`config.mk`:
```
export PLATFORM = sky130hd
export DESIGN_NAME = sobel_row_loader
export DESIGN_NICKNAME = d
export VERILOG_FILES = /design/src/rtl/sobel_row_loader.sv
export SDC_FILE = /design/constraint.sdc
export NUM_CORES = 1
export LEC_CHECK = 0
export ABC_AREA = 0
export BUFFER_PORTS_ARGS = -buffer_cell sky130_fd_sc_hd__clkbuf_2
export CAP_MARGIN = 25
export CORE_UTILIZATION = 60
export CTS_CLUSTER_DIAMETER = 50
export DETAILED_ROUTE_END_ITERATION = 10
export PLACE_DENSITY_LB_ADDON = 0.05
export SLEW_MARGIN = 20
export SYNTH_ARGS = -nofsm -noshare
export SYNTH_HDL_FRONTEND = slang
export SYNTH_SLANG_ARGS = --single-unit
```
`constraint.sdc`:
```
create_clock -name clk -period 7.1 [get_ports clk]
set_input_delay 1.065 -clock clk [delete_from_list [all_inputs] [get_ports clk]]
set_output_delay 1.065 -clock clk [all_outputs]
set_load 0.05 [all_outputs]
```
`src/rtl/sobel_row_loader.sv`:
```
// Row loader feeding the sequential Sobel PE array.
// Collects a raster pixel stream into two ping-pong row banks. Each full bank
// is presented as one edge-padded parallel row, tagged with its row number
// and with first/last-row flags.
module sobel_row_loader #(
    parameter int IMG_WIDTH  = 8,
    parameter int IMG_HEIGHT = 8,
    parameter int PIX_W      = 8
) (
    input  logic                              clk,
    input  logic                              rst,
    input  logic [PIX_W-1:0]                  pix_in,
    input  logic                              pix_valid,
    input  logic                              pix_sof,
    output logic                              pix_ready,
    output logic [(IMG_WIDTH+2)*PIX_W-1:0]    row_out,
    output logic                              row_valid,
    input  logic                              row_ready,
    output logic [$clog2(IMG_HEIGHT)-1:0]     row_index,
    output logic                              row_first,
    output logic                              row_last
);

    localparam int CW = $clog2(IMG_WIDTH);
    localparam int RW = $clog2(IMG_HEIGHT);
    localparam logic [CW-1:0] LAST_COL = CW'(IMG_WIDTH - 1);
    localparam logic [RW-1:0] LAST_ROW = RW'(IMG_HEIGHT - 1);

    logic [PIX_W-1:0] bank_pix [2][IMG_WIDTH];
    logic [1:0]       full;
    logic [RW-1:0]    tag [2];
    logic             wr_bank;
    logic             rd_bank;
    logic [CW-1:0]    wcol;
    logic [RW-1:0]    wrow;
    logic             accept;
    logic             transfer;

    // Handshake qualifiers for both sides of the double buffer
    always_comb begin
        pix_ready = !full[wr_bank] && !rst;
        accept    = pix_valid && pix_ready;
        transfer  = full[rd_bank] && row_ready;
    end

    // Pixel storage: a start-of-frame beat always lands in column 0
    always_ff @(posedge clk or posedge rst) begin
        if (rst) begin
            for (int unsigned b = 0; b < 2; b++) begin
                for (int unsigned i = 0; i < IMG_WIDTH; i++) begin
                    bank_pix[b][CW'(i)] <= '0;
                end
            end
        end else if (accept) begin
            if (pix_sof) begin
                bank_pix[wr_bank][0] <= pix_in;
            end else begin
                bank_pix[wr_bank][wcol] <= pix_in;
            end
        end
    end

    // Write/read pointers, full flags and row tags.
    // A fill can only target a non-full bank and a transfer only a full one,
    // so both updates to 'full' in one cycle always touch different bits.
    always_ff @(posedge clk or posedge rst) begin
        if (rst) begin
            full    <= '0;
            tag[0]  <= '0;
            tag[1]  <= '0;
            wr_bank <= 1'b0;
            rd_bank <= 1'b0;
            wcol    <= '0;
            wrow    <= '0;
        end else begin
            if (accept) begin
                if (pix_sof) begin
                    wcol <= CW'(1);
                    wrow <= '0;
                end else if (wcol == LAST_COL) begin
                    full[wr_bank] <= 1'b1;
                    tag[wr_bank]  <= wrow;
                    wr_bank       <= ~wr_bank;
                    wcol          <= '0;
                    wrow          <= (wrow == LAST_ROW) ? '0 : wrow + 1'b1;
                end else begin
                    wcol <= wcol + 1'b1;
                end
            end
            if (transfer) begin
                full[rd_bank] <= 1'b0;
                rd_bank       <= ~rd_bank;
            end
        end
    end

    // Present the read bank as an edge-replicated row
    always_comb begin
        row_valid = full[rd_bank];
        row_index = tag[rd_bank];
        row_first = row_valid && (tag[rd_bank] == '0);
        row_last  = row_valid && (tag[rd_bank] == LAST_ROW);
        row_out   = '0;
        row_out[0 +: PIX_W] = bank_pix[rd_bank][0];
        for (int unsigned k = 0; k < IMG_WIDTH; k++) begin
            row_out[(k + 1) * PIX_W +: PIX_W] = bank_pix[rd_bank][CW'(k)];
        end
        row_out[(IMG_WIDTH + 1) * PIX_W +: PIX_W] = bank_pix[rd_bank][LAST_COL];
    end

endmodule

```
---- Yosys cells after proc, flatten, opt, wreduce, memory -nomap -nowiden ----
Cells that the tools add are included.
W data, S select, Z words.
storage, ports and cells
  register bits ........................... 144
  input bits .............................. 13
operators by class
  add/sub/neg operators ................... 2
  $lt $le $gt $ge ......................... 9
  equal/unequal tests ..................... 3
  mux-type cells .......................... 35
  bitwise logic cells ..................... 9
  reduce and logical (&&, ||, !) cells .... 15
operator list
  kind                   count
  $mux W64               5
  $bwmux W128            2
  $demux W64 S1          2
  $mux W128              1
  $mux W3                9
  $demux W8 S3           1
  $eq A3 B3 Y1 const B   3
  $logic_and A1 B1 Y1    9
  $mux W2                4
  $mux W8                1
  $add A3 B1 Y3 const B  2
  $bwmux W6              1
  $mux W1                6
  $ge A2 B2 Y1 const B   2
  $ge A4 B4 Y1 const B   1
  $lt A1 B2 Y1 const B   2
  $lt A4 B1 Y1 const B   1
  $not A1 Y2             2
  $not A3 Y4             1
  $demux W3 S1           1
  $logic_not A3 Y1       1
  $not A1 Y1             3
  $reduce_and A3 Y1      1
  $and A2 B2 Y2          1
  8 further kinds        11

---- Logic depth before layout (Yosys ltp) ----
Gate-level depths: netlist of run 1.
  depth after elaboration ................. 10
  gate-level depth with buffers ........... 6
  gate-level depth less buffers ........... 5

---- Least setup slack after synthesis of run 1 ----
Ideal clock, no wire load.
  path kind ............................... reg2out
  start ................................... register rd_bank
  end ..................................... output row_first
  arrival time ............................ 2663 ps
  required time ........................... 6035 ps
  slack ................................... 3372 ps
  stages on the path, launching flop included .. 4
  path buffers ............................ 1
  cell sequence ........................... dfrtp_1 -> clkbuf_1 -> mux2_2 -> nor4_1
between the ends
  longest elaborated chain between the ends .. 6
RTL lines
  item                    line  text
  start, declared         33    logic rd_bank;
  start signal, assigned  92    rd_bank <= ~rd_bank;
  $not A1 Y2              n/a
  $mux W3 (3 in a row)    n/a
  via row_index[1]        19    output logic [$clog2(IMG_HEIGHT)-1:0] row_index,
  $logic_not A3 Y1        101   row_first = row_valid && (tag[rd_bank] == '0);
  $logic_and A1 B1 Y1     101
  end, declared           20    output logic row_first,
The timed path passes the listed nets, and every way through them passes these cells. The select of a mux whose other input is x is not followed.

---- Worst setup path in the final report of run 1 ----
  start ................................... register rd_bank
  end ..................................... output row_last
between the ends
  longest elaborated chain between the ends .. 6
RTL lines
  item                                        line  text
  $not A1 Y2 (not written as such)            102   row_last = row_valid && (tag[rd_bank] == LAST_ROW);
  $mux W3 (not written as such) (3 in a row)  102
  $eq A3 B3 Y1                                102
  $logic_and A1 B1 Y1 (*)                     102
  end, declared                               21    output logic row_last
Mark *: on every way between the ends. The rest lies on a longest branch, timed or not. The select of a mux whose other input is x is not followed.

==> flow_metrics.env, run 1 <==
export IMPL_status="completed"
export IMPL_htree_levels=4
export IMPL_stdcell_count=695
export IMPL_n_antenna_cell=0
export IMPL_synth_warnings=0
export IMPL_cp_start_kind="flip-flop"
export IMPL_fin_hold_ws_ns=0.491
export IMPL_cts_sinks=144
export IMPL_grt_overflow_total=0
export IMPL_wl_mm=13.0
export IMPL_skew_ns=0.00628
export IMPL_rsz0062_at_grt="false"
export IMPL_r2r_end="bank_pix[70]"
export IMPL_port_buffers=99
export IMPL_drtPass1Iterations=5
export IMPL_rrSetupSlack_ns=5.03
export IMPL_place_area_sq_um=7130
export IMPL_p_leak_nw=3.96
export IMPL_cts_buffers=17
export IMPL_drive_gt1_share_pct=62.2
export IMPL_synth_cells=461
export IMPL_synth_top_area_share_pct=54.1
export IMPL_async_flop_share_pct=100
export IMPL_fillCellCount=714
export IMPL_clock_latency_ns=0.51
export IMPL_gp_congestion=0.759
export IMPL_worst_slew_pin_slew_ns=0.822
export IMPL_max_freq_mhz=258
export IMPL_grt_pass1_wl_mm=21.3
export IMPL_maxSlewHeadroom_pct=45.2
export IMPL_synth_area_per_cell_sq_um=14.4
export IMPL_cts_path_max_buffers=2
export IMPL_die_w_um=107
export IMPL_dp_hpwl_mm=8.53
export IMPL_synth_most_common_cell="mux2_2"
export IMPL_endpoint_kind="output pin"
export IMPL_post_drt_wl_per_cell_um=18.7
export IMPL_fin_setup_tns_ns=0
export IMPL_critPathKind="reg2out"
export IMPL_vias_per_cell=5.70
export IMPL_crit_required_ns=6.03
export IMPL_die_y_um=107
export IMPL_post_cts_resize_count=0
export IMPL_cts_tree="yes"
export IMPL_synthTopCellsByCount="mux2_2, dfrtp_1, clkbuf_1"
export IMPL_antenna_found_initial=0
export IMPL_hp_class="reg2reg"
export IMPL_root_buffer="clkbuf_8"
export IMPL_dp_worst_setup_slack_ns=3.72
export IMPL_hold_violations=0
export IMPL_power_density_nw_per_um2=415
export IMPL_finish_net_count=559
export IMPL_drt_iter0_drc=148
export IMPL_maxCapViolations=0
export IMPL_post_cts_setup_buffers=0
export IMPL_initial_core_util_pct=61.4
export IMPL_cts_hold_buf=0
export IMPL_grt_pass1_vias=4141
export IMPL_rows=38
export IMPL_synth_yosys_seq_area_share_pct=54.1
export IMPL_synth_distinct_cells=34
export IMPL_core_sq_um=10800
export IMPL_ir_drop_uv=341
export IMPL_synth_edff_count=0
export IMPL_min_path_cells=1
export IMPL_fp_dieArea_sq_um=11500
export IMPL_setup_violations=0
export IMPL_whs_endpoint="bank_pix[87]"
export IMPL_clkSlewWorstSetupHoldPaths_ns=0.06
export IMPL_reg2reg_depth=3
export IMPL_syn_area_sq_um=6660
export IMPL_route_vias_total=3959
export IMPL_drtAntennaViolNets=0
export IMPL_post_route_period_util_pct=54.5
export IMPL_cp_arrival_ns=2.81
export IMPL_r2r_start="wr_bank"
export IMPL_critPathMaxFanout=39
export IMPL_synth_area_leader_cell="dfrtp_1"
export IMPL_worst_slack_ns=3.23
export IMPL_worstHoldStart="bank_pix[87]"
export IMPL_synthesis_nets=478
export IMPL_io_pins=100
export IMPL_grt_usage_pct=24.5
export IMPL_ys_flop_type="dfrtp_1"
export IMPL_area_growth_pct=16.3
export IMPL_ys_top_cells_by_area="dfrtp_1, mux2_2, buf_4, nor3_4, clkbuf_1"
export IMPL_drv_slew=0
export IMPL_dp_cells=662
export IMPL_min_period_ns=3.87
export IMPL_drc=0
export IMPL_synth_seq_cells=144
export IMPL_fin_area_sq_um=7740
export IMPL_grt_max_degree=78
final cells by class:
type | instances | area [sq um] | share of cell area [%]
Clock buffer | 23 | 467 | 6.03
Clock inverter | 9 | 131 | 1.70
Inverter | 5 | 23.8 | 0.307
Multi-Input combinational cell | 272 | 2810 | 36.3
Sequential cell | 144 | 3600 | 46.5
Tap cell | 140 | 175 | 2.26
Timing Repair Buffer | 102 | 531 | 6.85
kinds of logic (layout without fill, tap and decap cells):
kind of cell	after synthesis	after routing	synth area share, %
and+or+nand+nor	48	48	5.13
AOI/OAI and AO/OA	15	15	1.73
DFF	144	144	54.1
adders and majority gates	4	4	0.752
buffers and inverters	45	139	3.65
muxes	205	205	34.6
flip-flops by register name, indices dropped and copies added, names as in the netlist:
name and flops:
wcol 3, wr_bank 1, full 2, tag 6, bank_pix 128, wrow 3, rd_bank 1
how the worst max path moves through the flow:
stage | start | to | slack (ns) | depth (start not counted)
2_1_floorplan | rst | bank_pix[0] | 2.17 | 1
3_3_place_gp | rd_bank | row_last | 3.72 | 5
3_5_place_dp | rd_bank | row_last | 3.72 | 5
4_1_cts | rd_bank | row_last | 3.18 | 5
5_1_grt | rd_bank | row_last | 3.06 | 5
6_report | rd_bank | row_last | 3.23 | 5
worst max-delay path: stages (launching register included):
cell,delay [ns]
dfrtp_2,0.89
buf_4,0.58
mux2i_1,0.29
inv_1,0.08
and4_1,0.19
clkbuf_2,0.23
layout by cell type, fill, tap and decap left out, types with 2 or more instances in the layout:
master        n
clkbuf_16    16
a32o_1        2
o21ai_0       6
buf_4         2
or3_1         2
mux2_2      201
nand2b_1      5
inv_1         4
nand4_1       5
nor3b_2       2
clkinvlp_4    3
bufinv_16     3
nor2b_1       3
nor3_4        6
clkinv_2      2
mux2_1        2
clkbuf_2     99
clkbuf_8      4
ha_1          4
o2111ai_2     2
nand2_1       7
nand3_1       6
dfrtp_1     143
mux2i_1       2
nor2_1        6
clkbuf_1      3
routing by layer:
metal / global-route usage [%] / share of wire (%) / vias to the layer above
met5: 0 / 0 / -
met4: 7.44 / 0.94 / 0
met3: 5.08 / 3.3 / 10
met2: 39.0 / 48 / 74
met1: 34.0 / 47 / 2066
li1: - / - / 1809
stage by stage:
step | total power, mW | utilization [%]
floorplan | 2.15 | -
global placement | 2.31 | 65.7
detailed placement | 2.34 | 65.7
CTS | 3.23 | 71.3
global route | 3.35 | 71.4
finish | 3.21 | 71.4
power by group:
group	switching [mW]	leakage, nW	total, mW	internal [mW]
Sequential	0.114	1.94	1.10	0.986
Clock	0.327	0.284	0.890	0.563
Combinational	0.844	1.74	1.22	0.379
Total	1.29	3.96	3.21	1.93
(Power assumes the default switching activity.)
==> run 2, diff against run 1 <==
CORE_UTILIZATION = 51   (was 60)
clock period = 3.3 ns   (was 7.1 ns; I/O delays follow)
==> run 2 against run 1 <==
  * Global-route usage down 2.7 points
  * Design area up 1.1%
  * Critical path depth unchanged
  * Flip-flop and latch count unchanged
  * Via count up 0.63%
  * Wire length up 4.3%
  * First-iteration DRC count up 19%
  * Sequential share of layout area down 0.49 points
  * Die area up 17%
  * Worst setup slack worse by 2.5 ns
  * Combinational power up 120%
  * Critical path type unchanged
  * Largest power group unchanged
==> flow_metrics.env, run 2 (same netlist as run 1, synthesis figures left out) <==
export IMPL_reg_top3="bank_pix (128), tag (6)"
export IMPL_clock_latency_ns=0.42
export IMPL_post_cts_setup_buffers=0
export IMPL_worstHoldStart="row_ready"
export IMPL_cts_buffers=17
export IMPL_grt_pass1_vias=4024
export IMPL_setup_violations=0
export IMPL_hold_violations=0
export IMPL_drtAntennaViolNets=0
export IMPL_cts_sinks=144
export IMPL_core_sq_um=12700
export IMPL_reg2reg_depth=3
export IMPL_largest_reg_flops=128
export IMPL_grt_max_degree=56
export IMPL_cts_tree="yes"
export IMPL_route_vias_total=3984
export IMPL_r2r_start="wcol[2]"
export IMPL_port_buffers=99
export IMPL_clkSlewWorstSetupHoldPaths_ns=0.05
export IMPL_root_buffer="clkbuf_16"
export IMPL_wl_mm=13.5
export IMPL_cts_hold_buf=0
export IMPL_area_growth_pct=17.5
export IMPL_max_freq_mhz=383
export IMPL_drive_gt1_share_pct=62.4
export IMPL_cp_arrival_ns=2.11
export IMPL_drc=0
export IMPL_vias_per_cell=5.47
export IMPL_maxCapViolations=0
export IMPL_crit_start="rd_bank"
export IMPL_fp_dieArea_sq_um=13500
export IMPL_rrSetupSlack_ns=1.25
export IMPL_drt_iter0_drc=176
export IMPL_cp_start_kind="flip-flop"
export IMPL_ff_latch_area_sq_um=3600
export IMPL_p_leak_nw=3.99
export IMPL_cts_path_max_buffers=2
export IMPL_rows=41
export IMPL_maxSlewHeadroom_pct=37.5
export IMPL_dp_cells=696
export IMPL_min_period_ns=2.61
export IMPL_drtPass1Iterations=4
export IMPL_finish_net_count=560
export IMPL_post_cts_resize_count=0
export IMPL_post_drt_wl_per_cell_um=18.6
export IMPL_dp_hpwl_mm=9.09
export IMPL_critPathKind="reg2out"
export IMPL_die_w_um=116
export IMPL_power_density_nw_per_um2=895
export IMPL_endpoint_kind="output pin"
export IMPL_hp_class="in2reg"
export IMPL_post_route_period_util_pct=79.1
export IMPL_io_pins=100
export IMPL_crit_required_ns=2.80
export IMPL_n_antenna_cell=0
export IMPL_drv_slew=0
export IMPL_final_cell_mix="mux2_2, dfrtp_1, clkbuf_2, clkbuf_16, nand2_1"
export IMPL_rsz0062_at_grt="false"
export IMPL_grt_overflow_total=0
export IMPL_antenna_found_initial=0
export IMPL_status="completed"
export IMPL_die_y_um=116
export IMPL_fin_setup_tns_ns=0
export IMPL_worst_slew_pin_slew_ns=0.936
export IMPL_gp_congestion=0.783
export IMPL_skew_ns=0.00562
export IMPL_min_path_cells=2
export IMPL_ir_drop_uv=558
export IMPL_grt_usage_pct=21.8
export IMPL_grt_pass1_wl_mm=21.5
export IMPL_multi_input_area_sq_um=2810
export IMPL_whs_endpoint="rd_bank"
export IMPL_fillCellCount=1031
export IMPL_initial_core_util_pct=52.6
export IMPL_stdcell_count=728
export IMPL_top_register="bank_pix"
export IMPL_critPathMaxFanout=38
export IMPL_r2r_end="bank_pix[84]"
export IMPL_layout_commonest_cell="mux2_2"
export IMPL_htree_levels=4
-- run 2: cell types whose count changed in the layout (fill, tap and decap cells not counted), sizes merged --
cell | before | now
buf | 3 | 4
bufinv | 3 | 4
clkinvlp | 3 | 2
clkbuf | 122 | 120
clkinv | 3 | 6
inv | 5 | 4
-- run 2: layer usage --
layer	routed length, um	share of wire, %	track usage [%]
met1	6110	45	28.3
met2	6700	50	35.4
met3	496	3.7	4.93
met4	224	1.7	8.72
met5	0	0	0
-- run 2: layout make-up --
cell class | instances | area share [%]
clock buffer | 21 | 5.88
tap | 172 | 2.75
multi-input combinational | 272 | 35.9
inverter | 5 | 0.288
clock inverter | 11 | 2.06
sequential | 144 | 46.1
timing repair buffer | 103 | 7.03
-- run 2: per-stage QoR --
step                hold slack (ns)  util, %  worst slack [ns]  area, sq um  total power [mW]
global placement              0.463     56.9              1.07         7210              5.00
finish                        0.321     61.8             0.691         7830              7.01
CTS                           0.307     61.8             0.630         7830              7.08
detailed placement            0.476     56.9              1.02         7210              5.06
floorplan                     0.454        -             0.142         6660              4.63
global route                  0.326     61.8             0.533         7830              7.32
-- run 2: worst max-delay path by stage --
| stage | endpoint | cells past startpoint | slack, ns |
|---|---|---|---|
| 5_1_grt | row_last | 5 | 0.53 |
| 2_1_floorplan | row_first | 3 | 0.14 |
| 6_report | row_last | 5 | 0.69 |
| 3_5_place_dp | bank_pix[7] | 4 | 1.02 |
| 3_3_place_gp | bank_pix[69] | 4 | 1.07 |
| 4_1_cts | row_last | 5 | 0.63 |
-- run 2: critical path: stages, from the launching register on --
cell and delay, ns:
dfrtp_2 0.41, buf_4 0.46, mux2i_1 0.32, inv_1 0.08, and4_1 0.20, clkbuf_2 0.23
-- run 2: power breakdown --
part           internal [mW]  switching [mW]  leakage [nW]
sequential              2.12           0.196          1.94
clock                   1.30           0.706         0.307
combinational          0.819            1.87          1.74
total                   4.24            2.77          3.99
==> run 3, diff against run 2 <==
clock period = 2.4 ns   (was 3.3 ns; I/O delays follow)
==> run 3 against run 2 <==
  * Wire length is 0.36% higher
  * Clock power is 31% higher
  * Worst setup slack worse by 0.52 ns
  * Count of clock-buffer cells in the layout is 6 higher
  * Hold slack worse by 0.15 ns
  * Via count is 0.18% higher
  * Die area stayed put
  * Critical path type unchanged
==> flow_metrics.env, run 3 (same netlist as run 1, synthesis figures left out) <==
export IMPL_max_freq_mhz=449
export IMPL_die_y_um=116
export IMPL_cp_slowest_cell="dfrtp_2"
export IMPL_grt_overflow_total=0
export IMPL_n_antenna_cell=0
export IMPL_path_buf_inv=2
export IMPL_worst_slack_ns=0.173
export IMPL_post_cts_resize_count=0
export IMPL_gp_congestion=0.840
export IMPL_dp_worst_setup_slack_ns=0.295
export IMPL_initial_core_util_pct=52.6
export IMPL_antenna_found_initial=0
export IMPL_vias_per_cell=5.42
export IMPL_drv_slew=0
export IMPL_drtPass1Iterations=4
export IMPL_skew_ns=0.00858
export IMPL_fp_dieArea_sq_um=13500
export IMPL_status="completed"
export IMPL_root_buffer="clkbuf_16"
export IMPL_layout_commonest_cell="mux2_2"
export IMPL_hp_class="in2async"
export IMPL_post_cts_setup_buffers=0
export IMPL_finish_net_count=569
export IMPL_dp_hpwl_mm=9.17
export IMPL_largest_reg_flops=128
export IMPL_io_pins=100
export IMPL_critical_path_top_delay_family="buffers and inverters"
export IMPL_post_drt_wl_per_cell_um=18.4
export IMPL_cts_path_max_buffers=2
export IMPL_grt_max_degree=49
export IMPL_htree_levels=4
export IMPL_crit_chain="buf_4, mux2_2, clkbuf_2"
export IMPL_grt_usage_pct=21.8
export IMPL_fin_setup_tns_ns=0
export IMPL_drc=0
export IMPL_cp_start_kind="flip-flop"
export IMPL_clkSlewWorstSetupHoldPaths_ns=0.06
export IMPL_grt_pass1_wl_mm=21.5
export IMPL_worst_slew_pin_slew_ns=0.761
export IMPL_area_growth_pct=19.0
export IMPL_rsz0062_at_grt="false"
export IMPL_rows=41
export IMPL_clock_latency_ns=0.42
export IMPL_cts_buffers=17
export IMPL_drtAntennaViolNets=0
export IMPL_min_period_ns=2.23
export IMPL_reg_top3="bank_pix (128), tag (6)"
export IMPL_wl_mm=13.6
export IMPL_power_density_nw_per_um2=1200
export IMPL_die_w_um=116
export IMPL_dp_cells=705
export IMPL_maxCapViolations=0
export IMPL_crit_required_ns=2.04
export IMPL_critPathKind="reg2out"
export IMPL_cp_arrival_ns=1.87
export IMPL_place_area_sq_um=7330
export IMPL_fin_area_sq_um=7920
export IMPL_post_route_period_util_pct=92.8
export IMPL_cts_hold_buf=0
export IMPL_cts_sinks=144
export IMPL_final_cell_mix="mux2_2, dfrtp_1, clkbuf_2, clkbuf_16, buf_4"
export IMPL_cts_tree="yes"
export IMPL_wl_met3_um=612
export IMPL_drive_gt1_share_pct=62.8
export IMPL_cp_depth=3
export IMPL_slowest_delay_ns=0.46
export IMPL_ir_drop_uv=1060
export IMPL_dr_max_layer_used="met4"
export IMPL_p_leak_nw=4.03
export IMPL_grt_pass1_vias=4035
export IMPL_routed_wl_met2_mm=6.68
export IMPL_endpoint_kind="output pin"
export IMPL_drt_iter0_drc=214
export IMPL_stdcell_count=736
export IMPL_top_register="bank_pix"
export IMPL_setup_violations=0
export IMPL_port_buffers=99
export IMPL_reg2reg_depth=3
export IMPL_critPathMaxFanout=20
export IMPL_hold_violations=0
export IMPL_core_sq_um=12700
export IMPL_met1Wirelength_mm=6.10
export IMPL_maxSlewHeadroom_pct=49.2
export IMPL_route_vias_total=3991
## run 3: changes by cell type in the layout (fill, tap and decap cells not counted), moves of 2 or more
cell,change
buf_12,+3
buf_4,+7
bufinv_16,-2
clkbuf_1,+2
clkbuf_8,+4
clkinv_2,-4
## run 3: report_power, final
part / internal [mW] / switching (mW)
clock network: 1.69 / 0.940
logic: 1.15 / 2.56
registers: 2.92 / 0.273
## run 3: area by class of cell
class | count | area (sq um)
fill | 1021 | 4750
sequential | 144 | 3600
multi-input combinational | 272 | 2830
timing repair buffer | 112 | 658
clock buffer | 27 | 523
tap | 172 | 215
clock inverter | 4 | 72.6
inverter | 5 | 22.5
## run 3: final timing paths
kind | to | from | slack (ns)
hold / removal | tag[2] | rst | 0.17
setup / recovery | row_out[74] | rd_bank | 0.17
min in group clk | rd_bank | row_ready | 0.18
hold reg to reg | bank_pix[81] | bank_pix[81] | 0.48
setup reg to reg | bank_pix[5] | wr_bank | 0.33
max in group asynchronous | bank_pix[53] | rst | 1.57
## run 3: layer usage
layer / up-vias / GRT usage (%)
li1: 1835 / -
met1: 2052 / 29.0
met2: 89 / 34.3
met3: 15 / 5.76
met4: 0 / 8.21
met5: - / 0
## run 3: worst register-to-register path, stage by stage (launching register included)
cell	delay (ns)
dfrtp_1	0.53
or3b_1	0.52
nor3_4	0.50
mux2_2	0.40
## run 3: stage by stage
step                      hold WS (ns)  total power, mW  utilization, %
after floorplan                  0.454             6.37               -
after global placement           0.465             6.91            57.8
after detailed placement         0.472             6.98            57.8
after CTS                        0.162             9.63            62.5
after global routing             0.194             9.97            62.5
final                            0.170             9.53            62.5
